<file path="config.mk">
export PLATFORM = sky130hd
export DESIGN_NAME = udi_fetch
export DESIGN_NICKNAME = d
export VERILOG_FILES = /design/src/rtl/tk1_udi_pkg.sv /design/src/rtl/udi_fetch_bus.sv /design/src/rtl/udi_fetch.sv
export SDC_FILE = /design/constraint.sdc
export NUM_CORES = 1
export LEC_CHECK = 0
export BUFFER_PORTS_ARGS = -buffer_cell sky130_fd_sc_hd__buf_2
export CAP_MARGIN = 20
export CORE_MARGIN = 4
export CORE_UTILIZATION = 56
export CTS_CLUSTER_SIZE = 12
export DETAILED_ROUTE_END_ITERATION = 7
export MAX_ROUTING_LAYER = met4
export PLACE_DENSITY_LB_ADDON = 0.15
export SKIP_LAST_GASP = 1
export SLEW_MARGIN = 20
export SYNTH_ARGS = -nofsm -noshare
export SYNTH_HDL_FRONTEND = slang
export SYNTH_HIERARCHICAL = 1
export SYNTH_SLANG_ARGS = --single-unit
</file>
<file path="constraint.sdc">
create_clock -name clk -period 2 [get_ports clk]
set_clock_uncertainty 0.05 [all_clocks]
set_input_delay 0.2 -clock clk [delete_from_list [all_inputs] [get_ports clk]]
set_output_delay 0.2 -clock clk [all_outputs]
set_load 0.1 [all_outputs]
</file>
<file path="src/rtl/tk1_udi_pkg.sv">
// Shared constants, FSM encoding and address decode for the TK1 UDI fetch block.
package tk1_udi_pkg;

  localparam logic [7:0] UDI_ADDR_FIRST_DEF  = 8'h30;
  localparam logic [7:0] UDI_ADDR_LAST_DEF   = 8'h31;
  localparam logic [7:0] UDI_ADDR_STATUS_DEF = 8'h32;
  localparam logic [7:0] UDI_ADDR_LOCK_DEF   = 8'h33;

  typedef enum logic [1:0] {
    FETCH0 = 2'd0,
    FETCH1 = 2'd1,
    DONE   = 2'd2
  } fetch_state_t;

  typedef enum logic [2:0] {
    ACC_NONE   = 3'd0,
    ACC_WORD0  = 3'd1,
    ACC_WORD1  = 3'd2,
    ACC_STATUS = 3'd3,
    ACC_LOCK   = 3'd4
  } acc_kind_t;

  function automatic acc_kind_t decode_addr(
    input logic [7:0] addr,
    input logic [7:0] a_first,
    input logic [7:0] a_last,
    input logic [7:0] a_status,
    input logic [7:0] a_lock
  );
    acc_kind_t kind;
    kind = ACC_NONE;
    if (addr == a_first)       kind = ACC_WORD0;
    else if (addr == a_last)   kind = ACC_WORD1;
    else if (addr == a_status) kind = ACC_STATUS;
    else if (addr == a_lock)   kind = ACC_LOCK;
    return kind;
  endfunction

endpackage

</file>
<file path="src/rtl/udi_fetch_bus.sv">
// Bus access side of the UDI fetch block: read mux, lock register, ready and
// access-violation pulses.
module udi_fetch_bus
  import tk1_udi_pkg::*;
#(
  parameter logic [7:0] ADDR_UDI_FIRST  = UDI_ADDR_FIRST_DEF,
  parameter logic [7:0] ADDR_UDI_LAST   = UDI_ADDR_LAST_DEF,
  parameter logic [7:0] ADDR_UDI_STATUS = UDI_ADDR_STATUS_DEF,
  parameter logic [7:0] ADDR_UDI_LOCK   = UDI_ADDR_LOCK_DEF
) (
  input  logic        clk,
  input  logic        reset_n,
  input  logic        fw_app_mode,
  input  logic        cs,
  input  logic        we,
  input  logic [7:0]  address,
  input  logic        udi_valid,
  input  logic [31:0] word0,
  input  logic [31:0] word1,
  output logic [31:0] read_data,
  output logic        ready,
  output logic        access_violation,
  output logic        locked
);

  acc_kind_t kind;
  logic      denied;

  assign kind   = decode_addr(address, ADDR_UDI_FIRST, ADDR_UDI_LAST,
                              ADDR_UDI_STATUS, ADDR_UDI_LOCK);
  // UDI words are hidden from applications and after lock; not-yet-valid is
  // merely empty, not a violation.
  assign denied = fw_app_mode | locked;

  always_ff @(posedge clk) begin
    if (!reset_n) begin
      read_data        <= 32'h0;
      ready            <= 1'b0;
      access_violation <= 1'b0;
      locked           <= 1'b0;
    end else begin
      ready            <= cs;
      access_violation <= 1'b0;
      if (cs) begin
        read_data <= 32'h0;
        if (!we) begin
          case (kind)
            ACC_WORD0: begin
              if (denied)         access_violation <= 1'b1;
              else if (udi_valid) read_data        <= word0;
            end
            ACC_WORD1: begin
              if (denied)         access_violation <= 1'b1;
              else if (udi_valid) read_data        <= word1;
            end
            ACC_STATUS: read_data <= {30'h0, locked, udi_valid};
            default:    read_data <= 32'h0;
          endcase
        end else if (kind == ACC_LOCK) begin
          if (fw_app_mode) access_violation <= 1'b1;
          else             locked           <= 1'b1;
        end
      end
    end
  end

endmodule

</file>
<file path="src/rtl/udi_fetch.sv">
// Fetches the two UDI words from the sibling ROM after reset and serves them
// to firmware over the register bus until locked.
module udi_fetch
  import tk1_udi_pkg::*;
#(
  parameter logic [7:0] ADDR_UDI_FIRST  = UDI_ADDR_FIRST_DEF,
  parameter logic [7:0] ADDR_UDI_LAST   = UDI_ADDR_LAST_DEF,
  parameter logic [7:0] ADDR_UDI_STATUS = UDI_ADDR_STATUS_DEF,
  parameter logic [7:0] ADDR_UDI_LOCK   = UDI_ADDR_LOCK_DEF
) (
  input  logic        clk,
  input  logic        reset_n,
  input  logic        fw_app_mode,
  input  logic        cs,
  input  logic        we,
  input  logic [7:0]  address,
  input  logic [31:0] write_data,
  output logic [31:0] read_data,
  output logic        ready,
  output logic        udi_addr,
  input  logic [31:0] udi_data,
  output logic        udi_valid,
  output logic        access_violation
);

  fetch_state_t state;
  logic [31:0]  word0;
  logic [31:0]  word1;
  logic         locked;
  logic         unused_write_data;

  // The lock register is a pure strobe; its data is deliberately discarded.
  assign unused_write_data = ^write_data;

  // udi_addr is registered so it already points at word 1 during FETCH1.
  always_ff @(posedge clk) begin
    if (!reset_n) begin
      state     <= FETCH0;
      word0     <= 32'h0;
      word1     <= 32'h0;
      udi_addr  <= 1'b0;
      udi_valid <= 1'b0;
    end else begin
      case (state)
        FETCH0: begin
          word0    <= udi_data;
          udi_addr <= 1'b1;
          state    <= FETCH1;
        end
        FETCH1: begin
          word1    <= udi_data;
          udi_addr <= 1'b0;
          state    <= DONE;
        end
        DONE: begin
          udi_valid <= 1'b1;
        end
        default: begin
          state    <= FETCH0;
          udi_addr <= 1'b0;
        end
      endcase
    end
  end

  udi_fetch_bus #(
    .ADDR_UDI_FIRST  (ADDR_UDI_FIRST),
    .ADDR_UDI_LAST   (ADDR_UDI_LAST),
    .ADDR_UDI_STATUS (ADDR_UDI_STATUS),
    .ADDR_UDI_LOCK   (ADDR_UDI_LOCK)
  ) u_bus (
    .clk              (clk),
    .reset_n          (reset_n),
    .fw_app_mode      (fw_app_mode),
    .cs               (cs),
    .we               (we),
    .address          (address),
    .udi_valid        (udi_valid),
    .word0            (word0),
    .word1            (word1),
    .read_data        (read_data),
    .ready            (ready),
    .access_violation (access_violation),
    .locked           (locked)
  );

endmodule

</file>
; ---- Word-level counts from Yosys, hierarchy flattened
; Cells that the tools add are included.
[op_classes]
n_bitwise = 2
n_mux = 17
reduce_logical = 4
n_eq_ne = 10
[op_table]
columns = op, count
row1 = $mux 32, 5
row2 = $pmux 32 s3, 1
row3 = $eq 8x6->1 const B, 4
row4 = $mux 3, 4
row5 = $eq 3x2->1 const B, 2
row6 = $pmux 2 s3, 1
row7 = $mux 1, 5
row8 = $reduce_and 4->1, 1
row9 = $eq 3x1->1 const B, 1
row10 = $eq 3x3->1 const B, 1
row11 = $eq 2x1->1 const B, 1
row12 = $eq 2x2->1 const B, 1
row13 = $logic_not 2->1, 1
row14 = $pmux 1 s2, 1
row15 = $reduce_and 2->1, 1
row16 = $reduce_or 2->1, 1
row17 = $not 1->1, 1
row18 = $or 1x1->1, 1
[word_totals]
out_inout_bits = 36
reg_bits = 103
elab_cells = 42
input_bits = 77

; ---- Logic depth before layout (Yosys ltp)
[depth]
word_depth = 9
ltp_mapped = 5
ltp_nobuf = 3

; ---- Hierarchy
; The synthesis kept the hierarchy.
[by_module_without_submodules]
columns = module, cells_each, seq_area_each_um2, area_per_inst_um2, n_inst
row1 = udi_fetch, 261, 1341.3, 2521.2, 1
row2 = udi_fetch_bus, 166, 700.7, 1680.4, 1

; ---- Worst setup path before layout
; No wires, ideal clock.
[synth_timing]
path_type = register to register
start = register udi_valid
end = register u_bus.read_data[10]
synth_period_minus_slack_ns = 1.929
required_ns = 1.883
path_stages_with_launch = 5
path_buffers = 1
setup_time_ns = 0.067
setup_slack_ns = 0.071
t_arrival_ns = 1.812
path_cell_list = dfxtp_1 -> nor4b_4 -> nand4b_4 -> buf_6 -> o21ai_2
[synth_via]
elab_chain_len = 4
word_cells_on_any_way = 6
classes_between = mux (6)
[synth_rtl]
columns = item, line_no
row1 = "start, declared", udi_fetch.sv:22  ; output logic udi_valid,
row2 = "start signal, assigned", udi_fetch.sv:42  ; udi_valid <= 1'b0;
row3 = "start signal, assigned", udi_fetch.sv:56  ; udi_valid <= 1'b1;
row4 = $mux 32 (on tied branches), "udi_fetch_bus.sv:54, udi_fetch_bus.sv:50"
row5 = $mux 32 (on tied branches), "udi_fetch_bus.sv:53, udi_fetch_bus.sv:49"
row6 = $pmux 32 s3 (*), udi_fetch_bus.sv:47  ; case (kind)
row7 = $mux 32 (*), udi_fetch_bus.sv:46  ; if (!we) begin
row8 = "end signal, assigned", udi_fetch_bus.sv:50  ; else if (udi_valid) read_data <= word0;
row9 = "end signal, assigned", udi_fetch_bus.sv:54  ; else if (udi_valid) read_data <= word1;
row10 = "end signal, assigned", udi_fetch_bus.sv:56  ; ACC_STATUS: read_data <= {30'h0, locked, udi_valid};
row11 = "end, declared", udi_fetch_bus.sv:20  ; output logic [31:0] read_data,
; Every way passes the cells marked *; elsewhere a longest branch is shown, timed or not.
; A chain may end at the register's enable or synchronous reset.

==> out/results.txt <==
The number of buffers and inverters on the critical path works out to 3. The wire length per cell was 14.52 µm. STA puts the critical path data arrival time at 1.95 ns. The H-tree generated during clock tree synthesis spans 3 levels. The global routing usage summed across all routing layers is 20.78%. The worst setup path is captured at a register. For the wire length of the first global-routing pass, the log shows 14.24 mm. For the worst-skew pair, the clock arrives at the later sink with an insertion delay of 0.37 ns.

Setup repair after global routing left no endpoint under its margin. The library cell used most frequently in the layout, excluding fill and tap cells, is sky130_fd_sc_hd__dfxtp_1. During I/O placement, the number of pins put on the boundary was 113. For this run, the share of the core covered by cells in the final layout is 65.75%. The class of the worst hold path was in2reg.

The number of clock sinks is 102, and the number of register bits inferred by synthesis is 102. The floorplan has 31 rows. The logs give 0.0005409 V for the maximum VDD drop and 4202 µm² for the area of the mapped netlist. The initial standard-cell utilization of the core was 57.62%.

In the layout the commonest cells are sky130_fd_sc_hd__dfxtp_1 (101), sky130_fd_sc_hd__nand2_1 (98), sky130_fd_sc_hd__buf_2 (79). In this run, the clock network consumes 31.6% of the power. STA classifies the critical path startpoint as an input port. Input and output buffers added on the ports amount to 80.

For the CTS buffer count, the log shows 9. For this design the static power due to leakage is 2.154 nW. The tools report the destination of the worst register-to-register timing path as u_bus/read_data[21]. The count of antenna-violating nets left after detailed routing was 0; the initial antenna violation count was 0. Of the synthesized area, sequential elements account for 48.60%. After detailed routing, the total wire length is 8.638 mm. The share of power burned in registers is 54.9%. The register clock-pin slew on the reported worst setup and hold paths is 0.10 ns, and the core outline area is 7292 µm².

The run finished with clean final reports. The overall die width was 94.62 µm; the synthesis-to-layout area growth was 14.12%. Along the worst hold path, the cell count comes to 3.

Headroom to the max-slew limit came out at 38.72%. The die footprint came out at 8953 µm². The worst endpoint required time was 2.23 ns. The run gives 0.4698 ns as the worst setup slack before clock tree synthesis. The worst reg2reg path depth is 4. The most repeated library cell on the critical path is sky130_fd_sc_hd__buf_4.

The path with the worst hold slack has its endpoint at word0[4]. The cell sitting at the root of the clock tree is a sky130_fd_sc_hd__clkbuf_8. For the number of nets produced by synthesis, the log shows 504. In the final layout, the multi-input gates occupy 1909 µm². The tools report the number of library cell types mapped by synthesis as 34. The startpoint-to-endpoint class of the critical path was in2reg. The die is 94.62 µm tall. In this run the deepest clock path goes through 2 buffers.

Counting tap cells, the placed design contains a total of 578 instances. The final count of hold timing violations is 0, and the total congestion overflow after global routing is 0. The logs give 3,161 for the via count of the first global-routing pass and 0.2809 ns for the smallest setup slack after layout.

Setup slack on the worst reg-to-reg path comes out at 0.45 ns. In this run, the number of DRC markers left after iteration 0 of detailed routing was 110. Design internal power: 2.962 mW. The share of the cycle needed by the critical path after routing is 85.96%, and the synthesized netlist cell count is 427.

At the end of the flow, the number of nets in the layout was 568. TritonCTS built the clock tree. In this design, the stage delay of the slowest critical-path cell is 0.69 ns.

Based on the critical path, the design can be clocked at up to 581.7 MHz. Per report_power, the combinational group accounts for 13.5% of the total. Net switching is 27.64% of the power. The congestion estimate from routability-driven global placement came to 0.7578. In this run the critical register-to-register path is launched from u_bus/locked.

Combined flip-flop and latch cell area: 2043 µm². The first detailed-routing pass ran for 4 iterations. The critical path starts at reset_n. The count of endpoints failing setup in the final report came out at 0. Critical-path maximum fanout: 98. The startpoint identified for the worst hold timing path is udi_data[4]. The count of maximum capacitance violations came out at 0. The ratio of total power to cell area came out at 853.7 nW/µm². The run gives 6 as the synthesis warning total. The repair_antennas step left the layout with diodes totalling 0. The average footprint of a synthesized cell is 9.840 µm², and the DRC violations left is 0. In the routed layout, each cell is associated on average with a via count of 5.405. Entering global routing, the biggest net connects 99 pins. The final number of max-transition violations is 0. Detailed placement ended at an HPWL of 5.569 mm. Traced cell by cell, the critical path runs through dlygate4sd3_1 -> buf_4 -> buf_4 -> nand2_1 -> mux2i_1. The count of non-filler cells in the finished layout was 595; the actual transition at the worst max-transition pin was 0.9192 ns. The worst-path cell with the longest stage delay is sky130_fd_sc_hd__buf_4. The top cell family by delay on the critical path is buffers and inverters.

Summed over all nets, the switching power comes to 1.131 mW. Ratio of cells with drive above 1 in the final layout: 28.83%. The total vias in the final route was 3,216; the number of setup buffers added after CTS was 0. The post-route minimum period is 1.719 ns, and the fill cell instance count of the final layout is 634. For the final routed database, the setup TNS stands at 0 ns.
[flip-flops by register name, indices dropped and copies added, names as in the netlist]
signal,flops
u_bus/read_data,32
word0,32
word1,32
state,2
u_bus/access_violation,1
u_bus/locked,1
u_bus/ready,1
udi_valid,1
[routing by layer]
metal	wire, µm	GRT usage (%)	vias up
met1	3894	24.30	1510
met4	162	8.413	0
met2	4222	34.41	71
met5	0	-	-
li1	-	-	1620
met3	359	4.861	15
[cells in the mapped netlist, drive strengths merged]
| cell type | number | share of area, % |
|---|---|---|
| a211o | 1 | 0.24 |
| nor2b | 2 | 0.30 |
| a31oi | 1 | 0.15 |
| and2 | 1 | 0.15 |
| inv | 4 | 0.36 |
| nand3 | 2 | 0.24 |
| and4 | 1 | 0.21 |
| nor4 | 1 | 0.51 |
| o21ai | 64 | 10 |
| or2 | 1 | 0.21 |
| nand2 | 98 | 8.8 |
| nor2 | 2 | 0.18 |
| a211oi | 1 | 0.18 |
| o21a | 1 | 0.18 |
| nand2b | 2 | 0.48 |
| a21oi | 4 | 0.48 |
| o211ai | 32 | 5.7 |
| o31ai | 2 | 0.36 |
| and3 | 1 | 0.15 |
| nand4b | 1 | 0.57 |
| and4bb | 1 | 0.30 |
| mux2i | 62 | 15 |
| dfxtp | 102 | 49 |
| nor4b | 3 | 0.98 |
| buf | 24 | 4.5 |
| clkbuf | 13 | 1.2 |
[repair_timing]
action / 4_1_cts / 5_1_grt
hold buffers: 1 / 0
endpoints found under the hold margin: 1 / 0
gates resized for setup: 0 / 0
[worst max path at each step]
stage | slack, ns | cells after the start | to
finish | 0.28 | 5 | word1[18]
global route | 0.17 | 5 | word1[18]
CTS | 0.27 | 1 | udi_addr
detailed placement | 0.47 | 4 | u_bus/read_data[10]
global placement | 0.50 | 4 | u_bus/read_data[13]
floorplan | 0.07 | 4 | u_bus/read_data[10]
[kinds of logic after synthesis]
family                 Yosys count  share of synthesized area [%]
multiplexers                    62                          14.77
buffers and inverters           41                          6.016
AO/OA/AOI/OAI                  106                          17.60
AND/OR/NAND/NOR                116                          13.01
flip-flops                     102                          48.60
[layout make-up]
| class | instances | share of cell area, % |
|---|---|---|
| inverter | 4 | 0.3132 |
| tap | 99 | 2.584 |
| clock inverter | 6 | 1.461 |
| sequential | 102 | 42.61 |
| timing repair buffer | 90 | 10.54 |
| clock buffer | 10 | 2.662 |
| multi-input combinational | 284 | 39.82 |
[worst min-delay path, cell delays in order]
cell and delay (ns):
sky130_fd_sc_hd__buf_2 0.10, sky130_fd_sc_hd__nand2_1 0.06, sky130_fd_sc_hd__o21ai_1 0.05
[per-stage QoR]
step | hold slack [ns] | total power [mW] | cell area (µm²)
after floorplan | 0.2675 | 2.721 | 4202
after global placement | 0.3769 | 2.832 | 4587
final | 0.02947 | 4.093 | 4795
after detailed placement | 0.3798 | 2.849 | 4587
after CTS | 0.01763 | 4.136 | 4795
after global routing | 0.02723 | 4.278 | 4795
[power by group through the flow]
stage               clock network [mW]  registers [mW]  logic (mW)
floorplan                            0            2.30       0.421
global placement                     0            2.28       0.548
detailed placement                   0            2.29       0.557
CTS                               1.33            2.25       0.558
global route                      1.41            2.26       0.609
finish                            1.29            2.25       0.554
(Power assumes the default switching activity.)
